--- config.mk ---
export PLATFORM = sky130hd
export DESIGN_NAME = read_usb_wire_data
export DESIGN_NICKNAME = d
export VERILOG_FILES = /design/src/rtl/read_usb_wire_data.sv
export SDC_FILE = /design/constraint.sdc
export NUM_CORES = 1
export LEC_CHECK = 0
export ABC_AREA = 1
export ABC_CLOCK_PERIOD_IN_PS = 6300
export CAP_MARGIN = 20
export CORE_MARGIN = 2
export CORE_UTILIZATION = 45
export CTS_BUF_LIST = sky130_fd_sc_hd__clkbuf_2
export DETAILED_ROUTE_END_ITERATION = 12
export SYNTH_ARGS = -nofsm -noshare
export SYNTH_HDL_FRONTEND = slang
export SYNTH_SLANG_ARGS = --single-unit
--- constraint.sdc ---
create_clock -name clk -period 6.3 [get_ports clk]
set_input_delay 1.26 -clock clk [delete_from_list [all_inputs] [get_ports clk]]
set_output_delay 1.26 -clock clk [all_outputs]
set_load 0.02 [all_outputs]
--- src/rtl/read_usb_wire_data.sv ---
// USB receive-side wire sampler: synchronises {D+,D-}, recovers mid-bit sample
// points at FS/LS rate, and hands samples downstream through a 4-entry FIFO.
module read_usb_wire_data #(
    parameter int FS_BIT_CLKS = 4,
    parameter int LS_BIT_CLKS = 32,
    parameter int FIFO_DEPTH  = 4
) (
    input  logic       clk,
    input  logic       rst,
    input  logic [1:0] RxBitsIn,
    input  logic       fullSpeedRate,
    input  logic       RxWireRdy,
    output logic [1:0] RxBitsOut,
    output logic       RxWireWEn,
    output logic       RxDataInTick,
    output logic       RxOverflow
);

    typedef enum logic {
        IDLE = 1'b0,
        WAIT = 1'b1
    } out_state_t;

    localparam logic [2:0] FIFO_FULL = 3'(FIFO_DEPTH);

    logic [1:0] sync_meta_q, sync_meta_d;
    logic [1:0] sync_bits_q, sync_bits_d;
    logic [1:0] sync_prev_q, sync_prev_d;
    logic [4:0] samp_cnt_q, samp_cnt_d;
    logic [1:0] fifo_mem_q [0:3];
    logic [1:0] fifo_mem_d [0:3];
    logic [1:0] in_idx_q, in_idx_d;
    logic [1:0] out_idx_q, out_idx_d;
    logic [2:0] fifo_cnt_q, fifo_cnt_d;
    logic [1:0] bits_out_q, bits_out_d;
    logic       wen_q, wen_d;
    logic       tick_q, tick_d;
    logic       overflow_q, overflow_d;
    out_state_t state_q, state_d;

    logic [5:0] period;
    logic [5:0] half_point;
    logic [5:0] last_count;
    logic [5:0] cnt_ext;
    logic       line_edge;
    logic       strobe;
    logic       push;
    logic       pop;

    // Bit timing: the counter re-aligns on every line transition and the
    // sample point sits at the middle of the bit.
    always_comb begin
        period      = fullSpeedRate ? 6'(FS_BIT_CLKS) : 6'(LS_BIT_CLKS);
        half_point  = (period >> 1) - 6'd1;
        last_count  = period - 6'd1;
        cnt_ext     = {1'b0, samp_cnt_q};
        sync_meta_d = RxBitsIn;
        sync_bits_d = sync_meta_q;
        sync_prev_d = sync_bits_q;
        line_edge   = (sync_bits_q != sync_prev_q);
        strobe      = !line_edge && (cnt_ext == half_point);
        samp_cnt_d  = samp_cnt_q + 5'd1;
        if (line_edge || (cnt_ext >= last_count)) begin
            samp_cnt_d = 5'd0;
        end
    end

    always_comb begin
        pop        = (state_q == IDLE) && (fifo_cnt_q != 3'd0) && RxWireRdy;
        push       = strobe && (fifo_cnt_q != FIFO_FULL);
        overflow_d = strobe && (fifo_cnt_q == FIFO_FULL);
        tick_d     = tick_q ^ strobe;
        fifo_mem_d = fifo_mem_q;
        in_idx_d   = in_idx_q;
        out_idx_d  = out_idx_q;
        bits_out_d = bits_out_q;
        fifo_cnt_d = fifo_cnt_q;
        if (push) begin
            fifo_mem_d[in_idx_q] = sync_bits_q;
            in_idx_d             = in_idx_q + 2'd1;
        end
        if (pop) begin
            bits_out_d = fifo_mem_q[out_idx_q];
            out_idx_d  = out_idx_q + 2'd1;
        end
        case ({push, pop})
            2'b10:   fifo_cnt_d = fifo_cnt_q + 3'd1;
            2'b01:   fifo_cnt_d = fifo_cnt_q - 3'd1;
            default: fifo_cnt_d = fifo_cnt_q;
        endcase
    end

    // Output handshake spaces writes at least two cycles apart.
    always_comb begin
        state_d = state_q;
        wen_d   = 1'b0;
        case (state_q)
            IDLE: begin
                if (pop) begin
                    wen_d   = 1'b1;
                    state_d = WAIT;
                end
            end
            WAIT: state_d = IDLE;
            default: state_d = IDLE;
        endcase
    end

    always_ff @(posedge clk or posedge rst) begin
        if (rst) begin
            sync_meta_q <= 2'b00;
            sync_bits_q <= 2'b00;
            sync_prev_q <= 2'b00;
            samp_cnt_q  <= 5'd0;
            for (int i = 0; i < 4; i++) begin
                fifo_mem_q[i] <= 2'b00;
            end
            in_idx_q    <= 2'd0;
            out_idx_q   <= 2'd0;
            fifo_cnt_q  <= 3'd0;
            bits_out_q  <= 2'b00;
            wen_q       <= 1'b0;
            tick_q      <= 1'b0;
            overflow_q  <= 1'b0;
            state_q     <= IDLE;
        end else begin
            sync_meta_q <= sync_meta_d;
            sync_bits_q <= sync_bits_d;
            sync_prev_q <= sync_prev_d;
            samp_cnt_q  <= samp_cnt_d;
            fifo_mem_q  <= fifo_mem_d;
            in_idx_q    <= in_idx_d;
            out_idx_q   <= out_idx_d;
            fifo_cnt_q  <= fifo_cnt_d;
            bits_out_q  <= bits_out_d;
            wen_q       <= wen_d;
            tick_q      <= tick_d;
            overflow_q  <= overflow_d;
            state_q     <= state_d;
        end
    end

    assign RxBitsOut    = bits_out_q;
    assign RxWireWEn    = wen_q;
    assign RxDataInTick = tick_q;
    assign RxOverflow   = overflow_q;

endmodule

==> key figures <==
Power
  • Part of the power in registers: roughly 50%
  • Switching share of power: between 30% and 40%
  • P_leak: about 0.89 nW
  • Clock power frac: 18.5%
  • Power Internal: between 0.3 and 0.4 mW
  • Logic pwr share: 31.4%
  • P_sw: between 0.15 and 0.2 mW
  • Peak supply drop: around 0.00016 V
  • PD cells: approximately 310 nW/µm²
  • Overall Power: roughly 0.52 mW

Floorplan
  • I/O Pins: 11
  • Die W: ~60 µm
  • Die height: a little over 60 µm
  • Die area: ~3800 µm²
  • Starting density of the core: 47.9%
  • Rows: 20
  • Placeable Area: approximately 3100 µm²

CTS
  • Maximum clock insertion buffer count: 2
  • CTS H-tree lvls: 2
  • Total CTS buffers: 5
  • Clk root buf: clkbuf_2
  • CTS tree: yes
  • Worst-Skew Late Latency: ~380 ps
  • Cts hold-fix bufs: 0
  • Clock Pin Slew Worst Setup and Hold Paths: between 100 and 150 ps
  • Clk sinks: 31
  • PostCTS Resize Cnt: 0
  • Postcts setup bufs: 0

STA
  • Least-Margin Pin Slew: between 500 and 600 ps
  • Fin crit share: between 50% and 60%
  • Fin. Hold Viols: 0
  • Sum Neg Setup Slack: 0 ps
  • Fmax: 0.296 GHz
  • RSZ-0062 raised after global routing: no
  • Clock Skews: roughly 14 ps
  • Tmin final: 3370 ps
  • Worst slew margin: around 64%
  • Endpoints failing setup: 0
  • WHS: around 370 ps
  • Final Max Slew Viols: 0

Cells and area
  • FILL cells: 334
  • Final Non-Filler Cells: ~220
  • Share of cells above drive strength 1: under 10%
  • P&R area growth vs syn: 13.6%
  • Commonest non-fill, non-tap cell in the layout: nand2_1
  • Commonest non-fill, non-tap cells in the layout: nand2_1, dfrtp_1, inv_1, nor2_1, nand3_1
  • Diodes inserted: 0
  • Nets: 192

Hold path
  • Worst Hold Endpoint: sync_bits_q[0]
  • Hold_sp: sync_bits_d[0]
  • Min-Delay Path Depth: 0
  • Worst Hold Class: register to register

Critical path
  • CP bufs+invs: 2
  • Crit path max fanout: 16
  • Crit path kind: input pin to register
  • CP peak stage delay: approximately 490 ps
  • CP Launch Type: input pin
  • CP Data Arrival Time: approximately 3700 ps
  • Reg-to-reg slack, setup: a little under 4000 ps
  • CP required: around 6600 ps
  • CP delay by family, top: adder cells
  • R2R cell count: 10
  • Crit end category: register
  • Critical path's most frequent cell: nand2_1
  • CP max-delay cell: clkdlybuf4s50_1
  • RR Endpoint: fifo_cnt_q[1]
  • Worst R2R Start: samp_cnt_q[3]
  • CP Cell Sequence: clkdlybuf4s50_1 > ha_1 > nand2_1 > nor2_1 > nand2_1 > nor2_8 > nand2_1 > ha_1 > inv_1 > fa_1 > o21ai_0

Yosys
  • Syn avg cell area: 9.28 µm²
  • Cell Area, Synth: 1490 µm²
  • Post-Syn Instances: between 150 and 200
  • Synth cell types: 21
  • Register area share after synthesis: a little over half
  • Synth top area cells: dfrtp_1, nand2_1, ha_1
  • Area fraction of the dominant cell type after synthesis: ~52%
  • Net count after synthesis: between 150 and 200
  • Seq cells post-synth: 31
  • Synthesis Warnings: 0
  • Yosys top cell by area: dfrtp_1

Job
  • Max-Cap Viols: 0

Drt
  • DRT Wirelength: ~2600 µm
  • Detailed-route via count: ~1.1k
  • Vias per cell: 4.81
  • Routed WL per cell: approximately 12 µm
  • ANT nets after route: 0
  • Drc violations: 0
  • DRT iter0 DRCs: 73
  • DR pass1 iterations: 4

Outcome
  • Status: complete, no violations

Place
  • DP HPWL: between 2000 and 2500 µm
  • Post-Place Cells: 213
  • GPL Wtd Cong: around 0.75
  • IO Port Bufs: 10

GRT
  • GRT Util Overall: roughly 18%
  • First-pass GRT wire length: 4640 µm
  • GRT overflow: 0
  • Initial antenna violation count: 0
  • Largest net degree at the start of global routing: 22
  • Number of global-route vias before repair: ~1.1k
-- sequential cells by signal (all words and copies together), names as in the netlist --
register	cells
fifo_mem_q	8
state_q	1
RxBitsOut	2
samp_cnt_q	5
fifo_cnt_q	3
RxDataInTick	1
sync_bits_d	2
sync_prev_q	2
in_idx_q	2
RxOverflow	1
sync_bits_q	2
out_idx_q	2
-- layer usage --
layer	routed length, µm	GRT usage, %
met5	0	0
met4	60	8.51
met3	122	7.98
met2	1230	25.7
met1	1200	22.1
-- power groups by stage --
stage	Sequential (mW)	Combinational [mW]	Clock (mW)
2_1_floorplan	0.269	0.104	0
5_1_grt	0.264	0.187	0.111
3_3_place_gp	0.260	0.153	0
3_5_place_dp	0.263	0.164	0
6_report	0.258	0.162	0.0955
4_1_cts	0.259	0.165	0.100
-- Yosys cell counts, drive strengths merged --
library cell	number
fa	1
ha	9
nor3	1
dfrtp	31
a21oi	2
nand3	11
a21bo	1
buf	2
nor2	16
o21ai	6
inv	20
nand4	8
xor2	5
o22ai	2
xnor2	2
nand2	43
-- area by class of cell --
| class | count | area (µm²) | share of cell area [%] |
|---|---|---|---|
| multi-input combinational | 107 | 614 | 36.4 |
| timing repair buffer | 11 | 128 | 7.56 |
| clock inverter | 1 | 5.00 | 0.297 |
| sequential | 31 | 776 | 46.0 |
| inverter | 20 | 75.1 | 4.45 |
| clock buffer | 7 | 35.0 | 2.08 |
| tap | 44 | 55.1 | 3.26 |
-- per-stage QoR --
step           utilization, %  setup WS, ps  instance area (µm²)
2_1_floorplan               -          3280                 1490
3_3_place_gp             52.2          2640                 1620
4_1_cts                  54.4          2930                 1690
3_5_place_dp             53.1          2530                 1650
6_report                 54.4          2930                 1690
5_1_grt                  54.4          2760                 1690
-- how the worst max path moves through the flow --
stage                        from            end  slack, ps  cells after the start
floorplan           fullSpeedRate  fifo_cnt_q[2]       3280                     12
global route        fullSpeedRate  fifo_cnt_q[1]       2760                     11
CTS                 fullSpeedRate  fifo_cnt_q[1]       2930                     11
global placement    fullSpeedRate  fifo_cnt_q[2]       2640                     13
finish              fullSpeedRate  fifo_cnt_q[1]       2930                     11
detailed placement  fullSpeedRate  fifo_cnt_q[1]       2530                     11
-- cells by family (layout without fill, tap and decap cells) --
logic type,Yosys count,after routing,share of synthesized area [%]
and+or+nand+nor,79,79,24.1
AOI/OAI and AO/OA,11,11,4.21
DFF,31,31,52.2
buffers and inverters,22,39,6.40
adders and majority gates,10,10,8.93
xor gates and xnor gates,7,7,4.13
(Power assumes the default switching activity.)
